**src/rtl/reorder_buffer.sv**
```systemverilog
// Circular reorder buffer: allocates on dispatch, resolves operands,
// captures FU results and retires in program order.
module reorder_buffer #(
  parameter int ROB_ENTRIES  = 8,
  parameter int ROB_IDX_SIZE = 3,
  parameter int GPR_SIZE     = 64,
  parameter int GPR_IDX_SIZE = 5
) (
  input  logic                    in_clk,
  input  logic                    in_rst,
  input  logic                    in_rg_done,
  input  logic [GPR_IDX_SIZE-1:0] in_rg_dst,
  input  logic                    in_rg_set_nzcv,
  input  logic                    in_rg_src1_valid,
  input  logic                    in_rg_src2_valid,
  input  logic [GPR_SIZE-1:0]     in_rg_src1_value,
  input  logic [GPR_SIZE-1:0]     in_rg_src2_value,
  input  logic [ROB_IDX_SIZE-1:0] in_rg_src1_rob_index,
  input  logic [ROB_IDX_SIZE-1:0] in_rg_src2_rob_index,
  input  logic                    in_fu_done,
  input  logic [ROB_IDX_SIZE-1:0] in_fu_rob_index,
  input  logic [GPR_SIZE-1:0]     in_fu_value,
  input  logic [3:0]              in_fu_nzcv,
  output logic [ROB_IDX_SIZE-1:0] out_reg_next_rob_index,
  output logic                    out_full,
  output logic                    out_rs_done,
  output logic [ROB_IDX_SIZE-1:0] out_rs_rob_index,
  output logic                    out_rs_src1_valid,
  output logic                    out_rs_src2_valid,
  output logic [GPR_SIZE-1:0]     out_rs_src1_value,
  output logic [GPR_SIZE-1:0]     out_rs_src2_value,
  output logic [ROB_IDX_SIZE-1:0] out_rs_src1_rob_index,
  output logic [ROB_IDX_SIZE-1:0] out_rs_src2_rob_index,
  output logic                    out_reg_should_commit,
  output logic [ROB_IDX_SIZE-1:0] out_reg_commit_rob_index,
  output logic [GPR_IDX_SIZE-1:0] out_reg_reg_index,
  output logic [GPR_SIZE-1:0]     out_reg_commit_value,
  output logic                    out_reg_set_nzcv,
  output logic [3:0]              out_reg_nzcv,
  output logic                    out_overflow
);

  localparam int CW = ROB_IDX_SIZE + 1;

  logic [ROB_IDX_SIZE-1:0] head_q, tail_q;
  logic [CW-1:0]           count_q, count_d;
  logic [ROB_ENTRIES-1:0]  valid_q, done_q, nz_q;
  logic [GPR_IDX_SIZE-1:0] dst_q  [ROB_ENTRIES];
  logic [GPR_SIZE-1:0]     val_q  [ROB_ENTRIES];
  logic [3:0]              nzcv_q [ROB_ENTRIES];

  logic                    acc, cm;
  logic                    s1v_d, s2v_d;
  logic [GPR_SIZE-1:0]     s1val_d, s2val_d;

  assign out_reg_next_rob_index = tail_q;
  assign out_full = (count_q == CW'(ROB_ENTRIES));
  assign acc      = in_rg_done && !out_full;
  assign cm       = (count_q != '0) && done_q[head_q];
  assign count_d  = count_q + CW'(acc) - CW'(cm);

  // FU bypass wins over the stored result
  always_comb begin
    s1v_d   = in_rg_src1_valid;
    s1val_d = in_rg_src1_value;
    if (!in_rg_src1_valid) begin
      if (in_fu_done && in_fu_rob_index == in_rg_src1_rob_index) begin
        s1v_d   = 1'b1;
        s1val_d = in_fu_value;
      end else if (done_q[in_rg_src1_rob_index]) begin
        s1v_d   = 1'b1;
        s1val_d = val_q[in_rg_src1_rob_index];
      end
    end
    s2v_d   = in_rg_src2_valid;
    s2val_d = in_rg_src2_value;
    if (!in_rg_src2_valid) begin
      if (in_fu_done && in_fu_rob_index == in_rg_src2_rob_index) begin
        s2v_d   = 1'b1;
        s2val_d = in_fu_value;
      end else if (done_q[in_rg_src2_rob_index]) begin
        s2v_d   = 1'b1;
        s2val_d = val_q[in_rg_src2_rob_index];
      end
    end
  end

  always_ff @(posedge in_clk or posedge in_rst) begin
    if (in_rst) begin
      head_q  <= '0;
      tail_q  <= '0;
      count_q <= '0;
      valid_q <= '0;
      done_q  <= '0;
      nz_q    <= '0;
      for (int i = 0; i < ROB_ENTRIES; i++) begin
        dst_q[i]  <= '0;
        val_q[i]  <= '0;
        nzcv_q[i] <= '0;
      end
      out_rs_done              <= 1'b0;
      out_rs_rob_index         <= '0;
      out_rs_src1_valid        <= 1'b0;
      out_rs_src2_valid        <= 1'b0;
      out_rs_src1_value        <= '0;
      out_rs_src2_value        <= '0;
      out_rs_src1_rob_index    <= '0;
      out_rs_src2_rob_index    <= '0;
      out_reg_should_commit    <= 1'b0;
      out_reg_commit_rob_index <= '0;
      out_reg_reg_index        <= '0;
      out_reg_commit_value     <= '0;
      out_reg_set_nzcv         <= 1'b0;
      out_reg_nzcv             <= '0;
      out_overflow             <= 1'b0;
    end else begin
      if (in_fu_done && valid_q[in_fu_rob_index]) begin
        val_q[in_fu_rob_index]  <= in_fu_value;
        nzcv_q[in_fu_rob_index] <= in_fu_nzcv;
        done_q[in_fu_rob_index] <= 1'b1;
      end
      out_reg_should_commit <= cm;
      if (cm) begin
        valid_q[head_q]          <= 1'b0;
        done_q[head_q]           <= 1'b0;
        head_q                   <= head_q + ROB_IDX_SIZE'(1);
        out_reg_commit_rob_index <= head_q;
        out_reg_reg_index        <= dst_q[head_q];
        out_reg_commit_value     <= val_q[head_q];
        out_reg_set_nzcv         <= nz_q[head_q];
        out_reg_nzcv             <= nzcv_q[head_q];
      end
      if (acc) begin
        valid_q[tail_q] <= 1'b1;
        done_q[tail_q]  <= 1'b0;
        dst_q[tail_q]   <= in_rg_dst;
        nz_q[tail_q]    <= in_rg_set_nzcv;
        tail_q          <= tail_q + ROB_IDX_SIZE'(1);
      end
      if (in_rg_done && out_full) out_overflow <= 1'b1;
      count_q               <= count_d;
      out_rs_done           <= acc;
      out_rs_rob_index      <= tail_q;
      out_rs_src1_valid     <= s1v_d;
      out_rs_src2_valid     <= s2v_d;
      out_rs_src1_value     <= s1val_d;
      out_rs_src2_value     <= s2val_d;
      out_rs_src1_rob_index <= in_rg_src1_rob_index;
      out_rs_src2_rob_index <= in_rg_src2_rob_index;
    end
  end

endmodule

```
**config.mk**
```make
export PLATFORM = sky130hd
export DESIGN_NAME = reorder_buffer
export DESIGN_NICKNAME = d
export VERILOG_FILES = /design/src/rtl/reorder_buffer.sv
export SDC_FILE = /design/constraint.sdc
export NUM_CORES = 2
export LEC_CHECK = 0
export CAP_MARGIN = 20
export CORE_ASPECT_RATIO = 1.5
export CORE_UTILIZATION = 60
export DETAILED_ROUTE_END_ITERATION = 16
export PLACE_DENSITY_LB_ADDON = 0.15
export SLEW_MARGIN = 20
export SYNTH_ARGS = -nofsm -noshare
export SYNTH_HDL_FRONTEND = slang
export SYNTH_SLANG_ARGS = --single-unit
```
**constraint.sdc**
```tcl
create_clock -name in_clk -period 57.6 [get_ports in_clk]
set_input_delay 8.64 -clock in_clk [delete_from_list [all_inputs] [get_ports in_clk]]
set_output_delay 8.64 -clock in_clk [all_outputs]
set_load 0.05 [all_outputs]
```
After elaboration in Yosys (flattened, before gate mapping)
Index checks and enable logic that the tools add are counted.

Add/subtract/negate cells: 4. Multiply operators: 0. Divide/modulo/power cells: 0. Magnitude comparators: 15. Equality and inequality tests: 3. Shifts and indexed selects: 0. Multiplexer cells: 58. Bitwise gates (word level): 12. Reduce and logical (&&, ||, !) cells: 13.

Operator list (number): 64-bit 2-to-1 mux (13); 64-bit binary-select mux with 3-bit select (3); 512-bit bitwise mux (1); 64-bit demux with 3-bit select (1); 40-bit bitwise mux (1); 8-bit 2-to-1 mux (5); 32-bit bitwise mux (1); 8-bit AND (3); 4-bit >= comparator, second input constant (5); 3-bit by 4-bit less-than comparator with 1-bit output, second input constant (5); 3-bit NOT with 4-bit output (5); 8-bit NOT (2); 8-bit OR (2); 1-bit binary-select mux with 3-bit select (5); 5-bit binary-select mux with 3-bit select (1); 5-bit demux with 3-bit select (1); 5-bit 2-to-1 mux (3); 1-bit 2-to-1 mux (14); 4-bit binary-select mux with 3-bit select (1); 4-bit demux with 3-bit select (1); 4-bit 2-to-1 mux (3); 1-bit logical AND (11); 1-bit demux with 3-bit select (3); 3-bit by 1-bit >= comparator with 1-bit output, second input constant (3); 9 further kinds (12).

Register bits: 837. Latch bits: 0. Bits in writable memories: 0. Bits in read-only memories: 0. Word-level logic and storage cells: 150. Memories kept: 0.

Longest topological paths before layout
Depth in word-level cells: 10. Mapped depth: 13. Mapped depth without buffers: 11.

Worst setup path before layout
Ideal clock, no wire load.

Kind: input -> register. From: in in_fu_rob_index[1]. To: reg nzcv_q[10] in the netlist's numbering. Library setup time: 0.127 ns. Arrival time: 10.300 ns. Data required time: 57.473 ns. Slack: 47.172 ns. Stages on the path: 7. Path buffers: 3. Cells stage by stage: buf_6 > nor2b_2 > a221o_2 > o2111ai_4 > buf_6 > buf_6 > mux2_1.

Word-level cells in the longest chain between the ends: 6. Elaborated cells between the ends (all ways): 10.

RTL lines: from (decl) (RTL line 21) `input logic [ROB_IDX_SIZE-1:0] in_fu_rob_index,`; 3-bit NOT with 4-bit output (not written as such) (RTL line 119) `nzcv_q[in_fu_rob_index] <= in_fu_nzcv;`; 4-bit >= comparator (not written as such) or 4-bit by 1-bit less-than comparator with 1-bit output (tied branches) (RTL line 119); 1-bit logical AND (not written as such) (RTL line 119); 4-bit 2-to-1 mux (not written as such) (RTL line 119); 4-bit demux with 3-bit select (RTL line 119); 32-bit bitwise mux (RTL line 119); to (signal, indexed assignment) (RTL line 119); to (decl) (RTL line 50) `logic [3:0] nzcv_q [ROB_ENTRIES];`.

Several ways; a longest one is shown, not always the timed one. The select of a mux whose other input is x is not followed. A chain may end at the register's enable or synchronous reset.

Worst setup path in the final report
From: in in_fu_rob_index[2]. To: reg val_q[85] in the netlist's numbering.

Word-level cells in the longest chain between the ends: 6. Elaborated cells between the ends (all ways): 10.

RTL lines: 3-bit NOT with 4-bit output (not written as such) (RTL line 118) `val_q[in_fu_rob_index] <= in_fu_value;`; 4-bit >= comparator (not written as such) or 4-bit by 1-bit less-than comparator with 1-bit output (tied branches) (RTL line 118); 1-bit logical AND (not written as such) (RTL line 118); 64-bit 2-to-1 mux (not written as such) (RTL line 118); 64-bit demux with 3-bit select (RTL line 118); 512-bit bitwise mux (RTL line 118); to (signal, indexed assignment) (RTL line 118); to (decl) (RTL line 49) `logic [GPR_SIZE-1:0] val_q [ROB_ENTRIES];`.

Several ways; a longest one is shown, not always the timed one. The select of a mux whose other input is x is not followed.

==> results.sh <==
export IMPL_setup_viol_count_final=0
export IMPL_drtAntennaViolNets=0
export IMPL_maxCapViolCount=0
export IMPL_status="finished clean"
export IMPL_crit_chain="clkdlybuf4s50_1 -> mux2_2 -> a221o_2 -> o2111ai_4 -> buf_4 -> mux2_2"
export IMPL_drt_iter0_markers=3198
export IMPL_core_um2=76200
export IMPL_worst_skew_pair_late_latency_ns=0.66
export IMPL_fp_dieArea_um2=78200
export IMPL_path_clk_slew_ns=0.07
export IMPL_die_h_um=342
export IMPL_slew_viol_final=0
export IMPL_synthArstFlopShare=1.00
export IMPL_h_tree_depth=3
export IMPL_cts_setup_buffers=0
export IMPL_multi_input_area_um2=23600
export IMPL_grt_max_degree=192
export IMPL_regArea_um2=21000
export IMPL_postCtsHoldBufs=0
export IMPL_dp_cells=4394
export IMPL_hpwlAfterDp_mm=84.7
export IMPL_wl_per_cell_um=31.2
export IMPL_finalNonFillerCells=4538
export IMPL_antenna_found_initial=5
export IMPL_synth_top_family_by_area="multiplexers"
export IMPL_drive_above_1_share=0.411
export IMPL_crit_arrival_ns=12.71
export IMPL_wl_met3_mm=10.9
export IMPL_critical_path_most_common_cell="mux2_2"
export IMPL_end_kind="register"
export IMPL_vias=31953
export IMPL_gp_congestion=0.849
export IMPL_ys_flop_type="dfrtp_1"
export IMPL_cp_slowest_cell="buf_4"
export IMPL_viasPerCell=7.04
export IMPL_synth_edf_count=0
export IMPL_drt_pass1_iterations=5
export IMPL_synthAdderAreaFrac=0.00260
export IMPL_drt_met1_wl_mm=51.8
export IMPL_ioPinCount=440
export IMPL_ir_worst_vdd_mv=0.0396
export IMPL_track_usage=0.369
export IMPL_setup_worst_path_start_class="primary input"
export IMPL_p_total_uw=2990
export IMPL_finalSetupTns_ns=0
export IMPL_syn_inst=3249
export IMPL_row_count=124
export IMPL_rsz0062_at_grt="no"
export IMPL_clock_skew_ns=0.0219
export IMPL_grt_pass1_vias=34703
export IMPL_max_freq_ghz=0.0821
export IMPL_min_period_ns=12.19
export IMPL_required_ns=58.12
export IMPL_grt_pass1_wl_mm=215
export IMPL_ys_warn_count=0
export IMPL_met2_length_mm=71.7
export IMPL_synth_distinct_cells=58
export IMPL_die_x_um=229
export IMPL_critical_path_max_stage_delay_ns=0.95
export IMPL_start_util=0.607
export IMPL_syn_nets=3475
export IMPL_syn_avg_cell_area_um2=14.2
export IMPL_post_cts_resize_count=0
export IMPL_hp_class="reg2reg"
export IMPL_synthTopCellsByArea="dfrtp_1 (45%), mux2_2 (20%), mux4_2 (20%)"
export IMPL_synth_compound_area_frac=0.0321
export IMPL_portBuffers=439
export IMPL_relSlewSlack=0.208
export IMPL_highest_layer="met5"
export IMPL_synth_xor_area_frac=0.00227
export IMPL_fin_util=0.701
export IMPL_power_leakage_uw=0.0215
export IMPL_cts_tree="built"
export IMPL_yosys_area_top_type="dfrtp_1"
export IMPL_worstMarginPinSlew_ns=1.19
export IMPL_num_nets_final=3694
export IMPL_critPathMaxFanout=49
export IMPL_yosysSeqAreaShare=0.453
export IMPL_synth_area_mux_share=0.413
export IMPL_yosysTopAreaCellShare=0.453
export IMPL_crit_type="in2reg"
export IMPL_cts_buffer_depth=3
export IMPL_timing_final_crit_share=0.212
export IMPL_cts_buffers=79
export IMPL_hold_violations=0
export IMPL_synthSimpleGateAreaFrac=0.0591
export IMPL_reg2reg_slack_ns=52.84
export IMPL_clockRootBuffer="clkbuf_16"
export IMPL_syn_to_final_growth_pct=15.5
export IMPL_routed_wl_mm=141
export IMPL_cts_sink_count=837
export IMPL_power_density_nw_per_um2=56.0
export IMPL_drc=0
export IMPL_ys_seq_elements=837
export IMPL_netlist_area_um2=46200
export IMPL_fillers=5151
export IMPL_grt_overflow_total=0
-- stage by stage --
stage               setup WS [ns]  cell area, um2  hold WS (ns)
global route                45.35           53400         0.503
floorplan                   25.45           46200         0.456
finish                      45.41           53400         0.483
detailed placement          44.83           50800         0.472
global placement            44.91           50800         0.439
CTS                         45.50           53400         0.487
-- registers in the layout, summed over array words and instances, names as in the netlist, 4 cells and up --
| name | cells |
|---|---|
| out_rs_src1_value | 64 |
| out_reg_reg_index | 5 |
| out_reg_commit_value | 64 |
| out_rs_src2_value | 64 |
| valid_q | 8 |
| done_q | 8 |
| count_q | 4 |
| val_q | 512 |
| nzcv_q | 32 |
| out_reg_nzcv | 4 |
| nz_q | 8 |
| dst_q | 40 |
-- final cells by class --
type,count,share of cell area
multi-input cells,2036,0.443
flip-flops and latches,837,0.392
repair buffers,493,0.0912
clock buffers,119,0.0431
well taps,1008,0.0236
clock inverters,20,0.00513
inverters,21,0.00166
diodes,4,0.000187
-- final timing paths --
path / cells after the start / endpoint / startpoint
worst max-delay path: 6 / val_q[85] / in_fu_rob_index[2]
worst min-delay path: 1 / out_overflow / out_overflow
worst max register to register: 7 / out_reg_commit_value[27] / head_q[2]
worst min register to register: 1 / out_overflow / out_overflow
max in group asynchronous: 4 / val_q[451] / in_rst
min in group asynchronous: 2 / out_rs_src2_value[47] / in_rst
-- power breakdown --
group,switching [uW],internal [uW]
Sequential,231,840
Combinational,668,713
Clock,233,303
Total,1130,1860
-- cell families after synthesis --
logic type	after synthesis
flip-flops	837
XOR/XNOR	12
AO/OA/AOI/OAI	162
multiplexers	1290
adder cells (fa/ha/maj)	9
AND/OR/NAND/NOR	563
buffers and inverters	376
-- routing by layer --
| layer | global-route usage | up-vias |
|---|---|---|
| met5 | 0 | - |
| met3 | 0.0668 | 423 |
| met4 | 0.197 | 4 |
| li1 | - | 12917 |
| met2 | 0.623 | 1667 |
| met1 | 0.455 | 16942 |
-- critical path, delay by kind of cell --
kind | cells | cell delay, ns
AOI/OAI and AO/OA | 2 | 1.32
buffers and inverters | 2 | 1.79
muxes | 2 | 0.88
-- layout by cell type, fill, tap and decap left out, types with 5 or more instances in the layout --
master and instances:
buf_4 52, nand2_1 12, clkbuf_16 81, mux2_2 827, mux2i_1 5, mux4_2 408, bufinv_16 6, xor2_1 8
nor2_1 135, mux2_1 46, inv_6 5, o2bb2ai_1 125, nand2b_1 6, nor3_1 372, inv_1 17, clkinv_2 9
clkbuf_8 17, dfrtp_1 834, ha_1 8, or3_1 5, clkdlybuf4s50_1 431, clkbuf_1 25
-- cell usage after synthesis (4+ instances only) --
library cell / count
o311a_1: 4
a2bb2oi_1: 4
xnor2_1: 4
mux4_2: 408
o2bb2ai_1: 125
buf_6: 7
or3_1: 5
xor2_1: 8
nand3_1: 4
buf_2: 124
inv_1: 20
mux2i_1: 7
buf_4: 32
clkbuf_1: 107
nand2b_1: 6
mux2_1: 46
nor2_1: 135
dfrtp_1: 837
buf_1: 85
ha_1: 8
mux2_2: 829
nand2_1: 12
nor3_1: 372
(Power assumes the default switching activity.)
